`src/rtl/butterfly_sequencer_if.sv`:
```
// Signal bundle between the butterfly sequencer, its word source, the
// downstream butterfly and the result consumer.
`timescale 1ns/1ps

interface butterfly_sequencer_if;
  logic       in_valid;
  logic       in_ready;
  logic [7:0] in_data;
  logic [7:0] bfly_data;
  logic       bfly_ready;
  logic [7:0] bfly_result;
  logic       res_valid;
  logic       res_ready;
  logic [7:0] res_data;
  logic [1:0] res_tag;
  logic       w_pending;
  logic [7:0] frame_count;

  // Environment side: word source, butterfly LED output and result consumer.
  modport master (
    output in_valid, in_data, bfly_result, res_ready,
    input  in_ready, bfly_data, bfly_ready, res_valid, res_data, res_tag,
           w_pending, frame_count
  );

  modport slave (
    input  in_valid, in_data, bfly_result, res_ready,
    output in_ready, bfly_data, bfly_ready, res_valid, res_data, res_tag,
           w_pending, frame_count
  );
endinterface

```
`src/rtl/butterfly_sequencer.sv`:
```
// Feeds operand words to a push-button butterfly as timed ReadyIn pulses and
// captures the four displayed results (Re y, Im y, Re z, Im z) of every frame.
`timescale 1ns/1ps

module butterfly_sequencer #(
  parameter int HOLD_CYCLES = 8
) (
  input logic            clk,
  input logic            reset,
  butterfly_sequencer_if.slave bus
);

  localparam logic [1:0] S_IDLE = 2'd0;
  localparam logic [1:0] S_HIGH = 2'd1;
  localparam logic [1:0] S_LOW  = 2'd2;

  // Pulse index: W0, W1, then P0..P6.
  localparam logic [3:0] IDX_W0 = 4'd0;
  localparam logic [3:0] IDX_W1 = 4'd1;
  localparam logic [3:0] IDX_P0 = 4'd2;
  localparam logic [3:0] IDX_P3 = 4'd5;
  localparam logic [3:0] IDX_P6 = 4'd8;

  localparam logic [7:0] HOLD_LOAD = 8'(HOLD_CYCLES - 1);

  logic [1:0] state;
  logic [3:0] idx;
  logic [7:0] hold_cnt;
  logic       armed;
  logic [7:0] bfly_data_q;
  logic       res_valid_q;
  logic [7:0] res_data_q;
  logic [1:0] res_tag_q;
  logic       w_pending_q;
  logic [7:0] frame_cnt_q;

  logic consumes;
  logic captures;
  logic blocked;
  logic start;
  logic phase_end;

  // armed is low for the first cycle after reset so no word is taken then.
  assign consumes  = (idx <= IDX_P3);
  assign captures  = (idx >= IDX_P3);
  assign blocked   = captures && res_valid_q && !bus.res_ready;
  assign start     = (state == S_IDLE) && armed && !reset && !blocked &&
                     (!consumes || bus.in_valid);
  assign phase_end = (hold_cnt == 8'd0);

  assign bus.in_ready    = start && consumes;
  assign bus.bfly_ready  = (state == S_HIGH);
  assign bus.bfly_data   = bfly_data_q;
  assign bus.res_valid   = res_valid_q;
  assign bus.res_data    = res_data_q;
  assign bus.res_tag     = res_tag_q;
  assign bus.w_pending   = w_pending_q;
  assign bus.frame_count = frame_cnt_q;

  always_ff @(posedge clk) begin
    if (reset) begin
      state       <= S_IDLE;
      idx         <= IDX_W0;
      hold_cnt    <= 8'd0;
      armed       <= 1'b0;
      bfly_data_q <= 8'h00;
      res_valid_q <= 1'b0;
      res_data_q  <= 8'h00;
      res_tag_q   <= 2'd0;
      w_pending_q <= 1'b1;
      frame_cnt_q <= 8'd0;
    end else begin
      armed <= 1'b1;
      // NOTE: the capture below is assigned later in this block, so a capture
      // in the same cycle as an accept wins and res_valid stays set.
      if (res_valid_q && bus.res_ready) res_valid_q <= 1'b0;

      case (state)
        S_IDLE: begin
          if (start) begin
            if (consumes) bfly_data_q <= bus.in_data;
            state    <= S_HIGH;
            hold_cnt <= HOLD_LOAD;
          end
        end
        S_HIGH: begin
          if (phase_end) begin
            state    <= S_LOW;
            hold_cnt <= HOLD_LOAD;
            if (captures) begin
              res_data_q  <= bus.bfly_result;
              res_tag_q   <= 2'(idx - IDX_P3);
              res_valid_q <= 1'b1;
            end
          end else begin
            hold_cnt <= hold_cnt - 8'd1;
          end
        end
        S_LOW: begin
          if (phase_end) begin
            state <= S_IDLE;
            if (idx == IDX_W1) w_pending_q <= 1'b0;
            if (idx == IDX_P6) begin
              idx         <= IDX_P0;
              frame_cnt_q <= frame_cnt_q + 8'd1;
            end else begin
              idx <= idx + 4'd1;
            end
          end else begin
            hold_cnt <= hold_cnt - 8'd1;
          end
        end
        default: state <= S_IDLE;
      endcase
    end
  end

endmodule

```
`src/flat_wrapper.sv`:
```
// flat-port wrapper written by rule: the top's interface ports become plain ports
module butterfly_sequencer_flat 
#(
  parameter int HOLD_CYCLES = 8
)
  (clk, reset, bus_in_valid, bus_in_data, bus_bfly_result, bus_res_ready, bus_in_ready, bus_bfly_data, bus_bfly_ready, bus_res_valid, bus_res_data, bus_res_tag, bus_w_pending, bus_frame_count);
  butterfly_sequencer_if bus_i ();
  input logic clk;
  input logic reset;
  input wire logic [$bits(bus_i.in_valid)-1:0] bus_in_valid;
  input wire logic [$bits(bus_i.in_data)-1:0] bus_in_data;
  input wire logic [$bits(bus_i.bfly_result)-1:0] bus_bfly_result;
  input wire logic [$bits(bus_i.res_ready)-1:0] bus_res_ready;
  output wire logic [$bits(bus_i.in_ready)-1:0] bus_in_ready;
  output wire logic [$bits(bus_i.bfly_data)-1:0] bus_bfly_data;
  output wire logic [$bits(bus_i.bfly_ready)-1:0] bus_bfly_ready;
  output wire logic [$bits(bus_i.res_valid)-1:0] bus_res_valid;
  output wire logic [$bits(bus_i.res_data)-1:0] bus_res_data;
  output wire logic [$bits(bus_i.res_tag)-1:0] bus_res_tag;
  output wire logic [$bits(bus_i.w_pending)-1:0] bus_w_pending;
  output wire logic [$bits(bus_i.frame_count)-1:0] bus_frame_count;
  assign bus_i.in_valid = bus_in_valid;
  assign bus_i.in_data = bus_in_data;
  assign bus_i.bfly_result = bus_bfly_result;
  assign bus_i.res_ready = bus_res_ready;
  assign bus_in_ready = bus_i.in_ready;
  assign bus_bfly_data = bus_i.bfly_data;
  assign bus_bfly_ready = bus_i.bfly_ready;
  assign bus_res_valid = bus_i.res_valid;
  assign bus_res_data = bus_i.res_data;
  assign bus_res_tag = bus_i.res_tag;
  assign bus_w_pending = bus_i.w_pending;
  assign bus_frame_count = bus_i.frame_count;
  butterfly_sequencer #(.HOLD_CYCLES(HOLD_CYCLES)) u_core (.clk(clk), .reset(reset), .bus(bus_i));
endmodule
```
`config.mk`:
```
export PLATFORM = sky130hd
export DESIGN_NAME = butterfly_sequencer_flat
export DESIGN_NICKNAME = d
export VERILOG_FILES = /design/src/rtl/butterfly_sequencer_if.sv /design/src/rtl/butterfly_sequencer.sv /design/src/flat_wrapper.sv
export SDC_FILE = /design/constraint.sdc
export NUM_CORES = 1
export LEC_CHECK = 0
export ABC_AREA = 1
export CORE_MARGIN = 3
export CORE_UTILIZATION = 45
export CTS_CLUSTER_DIAMETER = 30
export DETAILED_ROUTE_END_ITERATION = 16
export PLACE_DENSITY = 0.76
export SLEW_MARGIN = 20
export SYNTH_ARGS = -nofsm -noshare
export SYNTH_HDL_FRONTEND = slang
export SYNTH_SLANG_ARGS = --single-unit
export TNS_END_PERCENT = 5
```
`constraint.sdc`:
```
create_clock -name clk -period 1.54 [get_ports clk]
set_input_delay 0.154 -clock clk [delete_from_list [all_inputs] [get_ports clk]]
set_output_delay 0.154 -clock clk [all_outputs]
set_load 0.03 [all_outputs]
```
### Word level (Yosys, flattened, before mapping)

Cells that the tools add are included.
W data, S select, Z words.

| operators by class | value |
|---|---|
| eq/ne operators | 8 |
| $add $sub $neg | 4 |
| reduce and logical (&&, ||, !) cells | 23 |
| muxes and demuxes | 14 |
| magnitude comparators | 2 |

Operators by type and width:

| operator | number |
|---|---|
| $mux W8 | 3 |
| $pmux W8 S3 | 1 |
| $reduce_and A3 Y1 | 6 |
| $add A8 B1 Y8 const B | 1 |
| $logic_and A1 B1 Y1 | 8 |
| $logic_not A8 Y1 | 1 |
| $sub A8 B1 Y8 const B | 1 |
| $mux W2 | 3 |
| $ne A2 B1 Y1 const B | 3 |
| $pmux W2 S3 | 1 |
| $mux W1 | 5 |
| $add A4 B1 Y4 const B | 1 |
| $eq A4 B1 Y1 const B | 1 |
| $eq A4 B4 Y1 const B | 1 |
| $ge A4 B3 Y1 const B | 1 |
| $le A4 B3 Y1 const B | 1 |
| $logic_not A1 Y1 | 4 |
| $mux W4 | 1 |
| $reduce_bool A3 Y1 | 1 |
| $eq A2 B1 Y1 const B | 1 |
| $eq A2 B2 Y1 const B | 1 |
| $logic_not A2 Y1 | 1 |
| $ne A2 B2 Y1 const B | 1 |
| $reduce_and A2 Y1 | 1 |
| 2 further kinds | 2 |

| word-level totals | value |
|---|---|
| register bits | 43 |
| input bits | 20 |
| logic and storage cells | 61 |
| output and inout bits | 30 |

### Depth between registers and ports, before layout

Gate-level depths: netlist of run 1.

| depth | value |
|---|---|
| depth in word-level cells | 8 |
| gate-level depth with buffers | 12 |
| depth with buffers taken out | 12 |

### Worst setup path before layout of run 1

OpenSTA, ideal clock, no wires.

| timing path | value |
|---|---|
| path type | flip-flop to flip-flop |
| start point | register u_core.idx[0] |
| end point | register u_core.bfly_data_q[0] (netlist: u_core.bus.bfly_data[0]) |
| library setup time | 0.132 ns |
| stages on the path, launching flop included | 11 |
| buffers on the path | 0 |
| period minus slack after synthesis | 1.748 ns |
| data required time | 1.408 ns |
| arrival | 1.616 ns |
| setup slack | -0.208 ns |
| cells stage by stage | dfxtp_1 -> inv_1 -> ha_1 -> inv_1 -> nand2_1 -> nand3_1 -> nand2_1 -> nand4_2 -> clkinv_1 -> nand2_1 -> a21oi_1 |

| between the ends | value |
|---|---|
| longest elaborated chain between the ends | 7 |
| elaborated cells between the ends (all ways) | 10 |
| those cells by class | 2 x order compare; 8 x reduce/logical |

RTL lines:

| element | line | text |
|---|---|---|
| from (decl) | butterfly_sequencer.sv:27 | `logic [3:0] idx;` |
| from (signal assigned) | butterfly_sequencer.sv:107 | `idx <= idx + 4'd1;` |
| $ge A4 B3 Y1 | butterfly_sequencer.sv:45 | `assign captures = (idx >= IDX_P3);` |
| $logic_and A1 B1 Y1 (2 in series) | butterfly_sequencer.sv:46 | `assign blocked = captures && res_valid_q && !bus.res_ready;` |
| $logic_not A1 Y1 | butterfly_sequencer.sv:47 | `assign start = (state == S_IDLE) && armed && !reset && !blocked &&` |
| $logic_and A1 B1 Y1 (2 in series) | butterfly_sequencer.sv:47 |  |
| $reduce_and A3 Y1 (no source line) * | n/a |  |
| to (signal assigned) | butterfly_sequencer.sv:81 | `if (consumes) bfly_data_q <= bus.in_data;` |
| to (decl) | butterfly_sequencer.sv:30 | `logic [7:0] bfly_data_q;` |

Every way passes the cells marked *; elsewhere a longest branch is shown, timed or not.
A chain may end at the register's enable or synchronous reset.

### Worst setup path after layout of run 1

| timing path | value |
|---|---|
| start point | register u_core.idx[0] |
| end point | output bus_in_ready |

| between the ends | value |
|---|---|
| longest elaborated chain between the ends | 7 |
| elaborated cells between the ends (all ways) | 10 |
| those cells by class | 2 x order compare; 8 x reduce/logical |

RTL lines:

| element | line | text |
|---|---|---|
| $ge A4 B3 Y1 | butterfly_sequencer.sv:45 |  |
| $logic_and A1 B1 Y1 (2 in series) | butterfly_sequencer.sv:46 |  |
| $logic_not A1 Y1 | butterfly_sequencer.sv:47 |  |
| $logic_and A1 B1 Y1 (2 in series) | butterfly_sequencer.sv:47 |  |
| $logic_and A1 B1 Y1 * | butterfly_sequencer.sv:51 | `assign bus.in_ready = start && consumes;` |
| to (decl) | flat_wrapper.sv:14 | `output wire logic [$bits(bus_i.in_ready)-1:0] bus_in_ready;` |

Marked as above.

==> results.ini, run 1 <==
[outcome]
run_status = finished, violations left
violated_checks = setup timing

[route]
antenna_left = 0
vias = 2293
drt_pre_antenna_iters = 5
number_of_drc_markers_after_the_initial_detailed_route_iteration = 149
wire_per_inst_um = 12.4
drc = 0
detail_route.vias_per_cell = 5.08
detail_route.wirelength_um = 5590

[timing]
rsz_0062_raised_after_global_routing = true
setup_slack_ps = -144
fmax_ghz = 0.594
timing.final.max_slew_violations = 0
clock-skew-final_ps = 7.80
final.hold.worst_slack_ps = 410
min_period_ps = 1680
setup-violations-final = 20
tightestPinTransition_ps = 338
layout_worst_path_cycle_share_pct = 109
report.final.hold_viol_count = 0
slew_hr_pct = 77.4

[layout]
stdcell_area_mm2 = 0.00326
syn2layout_area_growth_pct = 49.3
fillCellCount = 356
share_of_final_layout_standard_cells_stronger_than_drive_strength_1_pct = 23.6
antenna_cells = 0
net_count_of_the_finished_layout = 429

[die]
start_util_pct = 48.4
floorplan.die.height_um = 75.6
chipWidth_um = 75.6
fp.coreArea_mm2 = 0.00450
rows = 24
die_area_mm2 = 0.00572
design.portCount = 50

[clocking]
cts_buffers = 5
h-tree-depth = 2
clock_path_buffers = 2
ctsRootBufferMaster = sky130_fd_sc_hd__clkbuf_8
cts.clk_slew.worst_paths_ps = 80
insertion_delay_ps = 300
number_of_buffers_inserted_by_hold_repair_at_cts = 0
cts.sinks = 43
tritoncts = done

[critical_path]
critical_path.startpoint_type = register
reg2regPathDepth = 12
timing.rr.start = u_core.idx[1]$_SDFFE_PP0P_
r2r_end = u_core.hold_cnt[4]$_SDFFE_PP0P_
worst_ep_required_time_ps = 1390
setup.reg_to_reg.worst_slack_ps = -140
worst-setup-path-type = reg -> out
critPathCaptureType = output pin
timing.critical_path.fanout_max = 3
worst-endpoint-arrival_ps = 1530

[logic_synthesis]
ys_top_cells_by_area = sky130_fd_sc_hd__dfxtp_1, sky130_fd_sc_hd__nand2_1, sky130_fd_sc_hd__a21oi_1
synthFlopType = sky130_fd_sc_hd__dfxtp_1
postSynthAreaPerCell_um2 = 7.13
synth_cell_type_count = 33
synth_top_cell_area_share_pct = 39.5
synth_enable_flop_cells = 0
yosys.cell_count.top_type = sky130_fd_sc_hd__nand2_1
ys_seq_area_share_pct = 39.5
ys.warnings.count = 0
ys_ff_latch = 43
cell_area_synth_mm2 = 0.00218
share_of_flip_flops_with_an_asynchronous_set_or_reset_after_synthesis_pct = 0
post_synth_inst_count = 306
post_synth_most_frequent_cells = sky130_fd_sc_hd__nand2_1, sky130_fd_sc_hd__dfxtp_1, sky130_fd_sc_hd__a21oi_1, sky130_fd_sc_hd__nand3_1, sky130_fd_sc_hd__inv_1
synthesis.nets = 337
yosysTopAreaCell = sky130_fd_sc_hd__dfxtp_1

[worst_hold_path]
worst_hold_path.num_cells = 3
min_from = bus_in_data[3]
hold_path.class = in -> reg
hold_crit_endpoint = u_core.bus.bfly_data[3]$_SDFFE_PP0P_

[place]
port_buffers = 49
post_dp_cell_area_mm2 = 0.00294
place.detailed.hpwl_um = 3830
rd_place_congestion = 0.881

[power_and_ir_drop]
ir_drop_mv = 1.28
intPower_w = 0.00237
power.net_switching_w = 0.00152
power.switching_fraction_pct = 39.0
p_leak_nw = 1.39
power.share.sequential_pct = 33.6
power.share.combinational_pct = 48.3
pwr_density_cell_mw_per_mm2 = 1200
clkPwrFrac_pct = 18.2
total_power_w = 0.00389

[grt]
grt_usage_pct = 19.4
antenna_found_initial = 0
grt_pass1_vias = 1996
grt_max_degree = 30
global_route_wire_length_before_repair_um = 8630
overflow = 0

[flow_run]
maxCapViolCount = 0

==> worst max-delay path by stage <==
stage / startpoint / to / slack [ps] / cells past startpoint
after floorplan: u_core.state[1]$_SDFFE_PP0P_ / u_core.hold_cnt[5]$_SDFFE_PP0P_ / 20 / 8
after global placement: u_core.state[1]$_SDFFE_PP0P_ / u_core.hold_cnt[7]$_SDFFE_PP0P_ / -70 / 9
after detailed placement: u_core.idx[0]$_SDFFE_PP0P_ / u_core.hold_cnt[0]$_SDFFE_PP0P_ / -140 / 12
after CTS: u_core.idx[0]$_SDFFE_PP0P_ / bus_in_ready / -130 / 10
after global routing: u_core.idx[0]$_SDFFE_PP0P_ / bus_in_ready / -240 / 10
final: u_core.idx[0]$_SDFFE_PP0P_ / bus_in_ready / -140 / 10
==> state kept, by name, indices dropped and copies added (netlist names), 2 cells and up <==
signal and flops:
u_core.bus.res_tag 2, u_core.state 2, u_core.bus.bfly_data 8, u_core.bus.frame_count 8, u_core.idx 4, u_core.hold_cnt 8
u_core.bus.res_data 8
==> kinds of logic (layout without fill, tap and decap cells) <==
kind of cell / after synthesis / in the layout / share of synthesized area, %
buf+inv: 46 / 139 / 8.78
fa+ha+maj: 11 / 11 / 6.31
xor+xnor: 3 / 3 / 1.21
flops: 43 / 43 / 39.5
compound gates: 50 / 50 / 12.6
simple gates: 153 / 153 / 31.7
==> power groups by stage <==
stage          registers (W)  logic [W]  clock network, W
2_1_floorplan        0.00135    0.00107                 0
3_3_place_gp         0.00133    0.00160                 0
5_1_grt              0.00132    0.00208          0.000757
6_report             0.00131    0.00188          0.000707
3_5_place_dp         0.00133    0.00164                 0
4_1_cts              0.00130    0.00171          0.000721
==> through the flow <==
stage | instances | worst slack, ps | util (%) | TNS, ps
floorplan | 306 | 15.7 | - | 0
global placement | 432 | -65.5 | 65.3 | -449
detailed placement | 432 | -136 | 65.3 | -1400
CTS | 445 | -133 | 70.1 | -260
global route | 451 | -242 | 72.3 | -3430
finish | 451 | -144 | 72.3 | -748
==> layout make-up <==
class | instances | area (um^2) | share of cell area (%)
multi-input cells | 217 | 1240 | 38.0
inverters | 36 | 148 | 4.53
clock inverters | 2 | 12.5 | 0.384
clock buffers | 6 | 72.6 | 2.23
repair buffers | 95 | 855 | 26.2
well taps | 52 | 65.1 | 2.00
flip-flops and latches | 43 | 866 | 26.6
==> worst max-delay path: stages, from the launching register on <==
cell,delay [ps]
sky130_fd_sc_hd__dfxtp_4,390
sky130_fd_sc_hd__inv_4,40
sky130_fd_sc_hd__ha_4,160
sky130_fd_sc_hd__inv_4,50
sky130_fd_sc_hd__nand2_2,40
sky130_fd_sc_hd__nand3_2,80
sky130_fd_sc_hd__nand2_2,70
sky130_fd_sc_hd__buf_6,120
sky130_fd_sc_hd__nand4_4,90
sky130_fd_sc_hd__clkinv_4,60
sky130_fd_sc_hd__buf_6,130
==> layer usage <==
layer  vias up  part of all wire, %  global-route usage, %
met5         -                    0                      0
met4         0                  1.5                   7.38
met3         6                  4.7                   4.22
met2        54                   49                   31.4
met1      1058                   45                   25.2
li1       1175                    -                      -
==> placed cells by master, fill, tap and decap left out, types with 4 or more instances in the layout <==
| cell type | n |
|---|---|
| sky130_fd_sc_hd__clkbuf_8 | 5 |
| sky130_fd_sc_hd__nand3_1 | 32 |
| sky130_fd_sc_hd__a21oi_1 | 29 |
| sky130_fd_sc_hd__clkdlybuf4s50_1 | 42 |
| sky130_fd_sc_hd__inv_1 | 28 |
| sky130_fd_sc_hd__ha_1 | 8 |
| sky130_fd_sc_hd__a21oi_2 | 8 |
| sky130_fd_sc_hd__nand2_2 | 4 |
| sky130_fd_sc_hd__buf_6 | 6 |
| sky130_fd_sc_hd__nand4_1 | 5 |
| sky130_fd_sc_hd__nand2_1 | 71 |
| sky130_fd_sc_hd__inv_2 | 4 |
| sky130_fd_sc_hd__nor2_1 | 26 |
| sky130_fd_sc_hd__dfxtp_1 | 41 |
| sky130_fd_sc_hd__buf_4 | 42 |
==> what timing repair did <==
item / in CTS / in global routing
cloned: 0 / 0
endpoints found under the hold margin: 0 / 0
pin swaps: 3 / 2
gates resized for setup: 32 / 16
setup endpoints to repair: 40 / 43
setup buffers: 5 / 6
No activity file was read; power rests on OpenSTA's default activity.
==> inputs of run 2 (changes only) <==
ABC_AREA = unset   (was 1)
CORE_UTILIZATION = 44   (was 45)
PLACE_DENSITY = 0.75   (was 0.76)
SKIP_CTS_REPAIR_TIMING = 1   (was unset)
==> results.ini, run 2 <==
[critical_path]
r2r_end = u_core.hold_cnt[4]$_SDFFE_PP0P_
reg2regPathDepth = 9
crit_path_start = u_core.hold_cnt[1]$_SDFFE_PP0P_
critical_path.startpoint_type = register
worst-endpoint-arrival_ps = 2230
family_with_the_most_delay_on_the_worst_path = compound AO/OA/AOI/OAI gates
timing.critical_path.fanout_max = 6
critical_path.endpoint = u_core.hold_cnt[4]$_SDFFE_PP0P_
setup.reg_to_reg.worst_slack_ps = -510
path_depth = 9
timing.rr.start = u_core.hold_cnt[1]$_SDFFE_PP0P_
critPathCaptureType = register
worst_ep_required_time_ps = 1720
worst-setup-path-type = reg -> reg
crit_path_max_incr_delay_ps = 350
timing.critical_path.buf_inv = 3
crit_top_cell = sky130_fd_sc_hd__buf_4
critical_path.cell_chain = inv_2 -> ha_4 -> nor4b_4 -> buf_4 -> a31o_2 -> a211oi_1 -> buf_4 -> a31oi_1 -> a311oi_1
cpMaxStageDelayCell = sky130_fd_sc_hd__dfxtp_2

[place]
port_buffers = 49
placed_cells_incl_taps = 365
post_dp_cell_area_mm2 = 0.00300
place.detailed.hpwl_um = 3950
rd_place_congestion = 0.847

[grt]
grt_max_degree = 42
overflow = 0
grt_usage_pct = 20.1
antenna_found_initial = 0
globalRouteMet1Util_pct = 26.7
global_route.usage.met2_pct = 32.1
gr-usage-met3_pct = 5.20
global_route.peak_usage_layer = met2
grt_pass1_vias = 1906
global_route_wire_length_before_repair_um = 8500

[timing]
clock-skew-final_ps = 8.72
fmax_ghz = 0.487
tightestPinTransition_ps = 471
min_period_ps = 2050
slew_hr_pct = 68.4
setup_slack_ps = -514
layout_worst_path_cycle_share_pct = 133
rsz_0062_raised_after_global_routing = true
setup-violations-final = 43
timing.setup.tns_ps = -13050
timing.final.max_slew_violations = 0
report.final.hold_viol_count = 0

[die]
design.portCount = 50
floorplan.die.height_um = 73.6
chipWidth_um = 73.6
start_util_pct = 47.9
rows = 23
fp.coreArea_mm2 = 0.00420
die_area_mm2 = 0.00542

[layout]
share_of_final_layout_standard_cells_stronger_than_drive_strength_1_pct = 33.5
finish.utilization_pct = 79.9
stdcell_area_mm2 = 0.00336
most_common_library_cell_in_the_layout_ignoring_fill_and_taps = sky130_fd_sc_hd__buf_4
net_count_of_the_finished_layout = 361
antenna_cells = 0
fillCellCount = 246
syn2layout_area_growth_pct = 66.9
top_library_cells_by_usage_in_the_layout_fill_and_taps_aside = sky130_fd_sc_hd__buf_4, sky130_fd_sc_hd__clkdlybuf4s50_1, sky130_fd_sc_hd__dfxtp_1
final_cells = 381

[route]
drt_pre_antenna_iters = 4
vias = 2099
antenna_left = 0
number_of_drc_markers_after_the_initial_detailed_route_iteration = 144
wire_per_inst_um = 16.6
detail_route.wirelength_um = 6330
detail_route.vias_per_cell = 5.51
drc = 0

[power_and_ir_drop]
ir_drop_mv = 0.690
power.net_switching_w = 0.000785
intPower_w = 0.00193
power.share.sequential_pct = 42.9
p_leak_nw = 1.45
clkPwrFrac_pct = 29.9
pwr_density_cell_mw_per_mm2 = 808
power.share.combinational_pct = 27.1
total_power_w = 0.00271
power.switching_fraction_pct = 28.9

[clocking]
cts.clk_slew.worst_paths_ps = 90
insertion_delay_ps = 300
clock_path_buffers = 2
ctsRootBufferMaster = sky130_fd_sc_hd__clkbuf_8
cts_buffers = 5
h-tree-depth = 2
tritoncts = done
cts.sinks = 43

[logic_synthesis]
ys.warnings.count = 0
yosys.cell_count.top_type = sky130_fd_sc_hd__dfxtp_1
synthesis.nets = 249
post_synth_most_frequent_cells = sky130_fd_sc_hd__dfxtp_1, sky130_fd_sc_hd__nor2_1, sky130_fd_sc_hd__mux2i_1, sky130_fd_sc_hd__a21oi_1, sky130_fd_sc_hd__ha_1
yosysTopAreaCell = sky130_fd_sc_hd__dfxtp_1
postSynthAreaPerCell_um2 = 9.23
synth_top_cell_area_share_pct = 42.8
ys_top_cells_by_area = sky130_fd_sc_hd__dfxtp_1, sky130_fd_sc_hd__mux2i_1, sky130_fd_sc_hd__nor2_1
synth_cell_type_count = 40
post_synth_inst_count = 218
synthFlopType = sky130_fd_sc_hd__dfxtp_1
ys_seq_area_share_pct = 42.8
cell_area_synth_mm2 = 0.00201
synth_enable_flop_cells = 0
share_of_flip_flops_with_an_asynchronous_set_or_reset_after_synthesis_pct = 0
ys_ff_latch = 43

[worst_hold_path]
worst_hold_path.num_cells = 2
hold_path.class = reg -> reg

[outcome]
run_status = finished, violations left
violated_checks = setup timing

[flow_run]
maxCapViolCount = 0

-- run 2: cell count changes after synthesis, sizes merged, moves of 4 or more --
cell	previous run	this run
a21oi	37	11
buf	6	2
inv	35	10
mux2i	0	17
nand2	78	7
nand2b	0	5
nand3	35	4
nor2	30	38
xor2	3	7
-- run 2: how the worst min path moves through the flow --
stage,end,from
4_1_cts,u_core.bus.w_pending$_SDFFE_PP1P_,u_core.bus.w_pending$_SDFFE_PP1P_
3_5_place_dp,u_core.bus.w_pending$_SDFFE_PP1P_,u_core.bus.w_pending$_SDFFE_PP1P_
2_1_floorplan,u_core.bus.res_data[0]$_SDFFE_PP0P_,bus_bfly_result[0]
3_3_place_gp,u_core.bus.w_pending$_SDFFE_PP1P_,u_core.bus.w_pending$_SDFFE_PP1P_
5_1_grt,u_core.bus.w_pending$_SDFFE_PP1P_,u_core.bus.w_pending$_SDFFE_PP1P_
6_report,u_core.bus.w_pending$_SDFFE_PP1P_,u_core.bus.w_pending$_SDFFE_PP1P_
-- run 2: cells by family after synthesis --
group / count (synthesis) / synth area share, %
buffers and inverters: 18 / 3.48
AOI/OAI and AO/OA: 41 / 13.9
and+or+nand+nor: 79 / 20.6
adders and majority gates: 11 / 6.84
DFF: 43 / 42.8
muxes: 17 / 8.46
xor gates and xnor gates: 9 / 3.92
-- run 2: layout make-up --
class / instances / area, um^2 / share of cell area [%]
clock buffers: 7 / 96.3 / 2.87
well taps: 50 / 62.6 / 1.86
clock inverters: 1 / 7.51 / 0.224
repair buffers: 113 / 1010 / 30.1
flip-flops and latches: 43 / 866 / 25.8
inverters: 10 / 37.5 / 1.12
multi-input cells: 157 / 1280 / 38.0
-- run 2: metal layers --
metal	share of wire, %	up-vias	wire length (um)
met1	42	1017	2680
met3	5.8	11	367
met2	50	75	3180
li1	-	996	-
met5	0	-	0
met4	1.6	0	100
-- run 2: power by group through the flow --
stage	Clock (W)	Combinational, W	Sequential (W)
final	0.000812	0.000736	0.00116
after global routing	0.000859	0.000795	0.00117
after CTS	0.000814	0.000606	0.00116
after detailed placement	0	0.000602	0.00119
after global placement	0	0.000591	0.00119
after floorplan	0	0.000281	0.00121
-- run 2: through the flow --
| step | hold WS [ps] | setup WS, ps |
|---|---|---|
| finish | 447 | -514 |
| global route | 489 | -635 |
| CTS | 451 | -749 |
| detailed placement | 441 | -511 |
| global placement | 431 | -451 |
| floorplan | 301 | -469 |
-- run 2: worst register-to-register path: cells and delay by family, from the launching register on --
family                   cells  cell delay [ps]
flip-flops                   1              350
buffers and inverters        3              420
adder cells (fa/ha/maj)      1              150
AO/OA/AOI/OAI                4              880
AND/OR/NAND/NOR              1              130
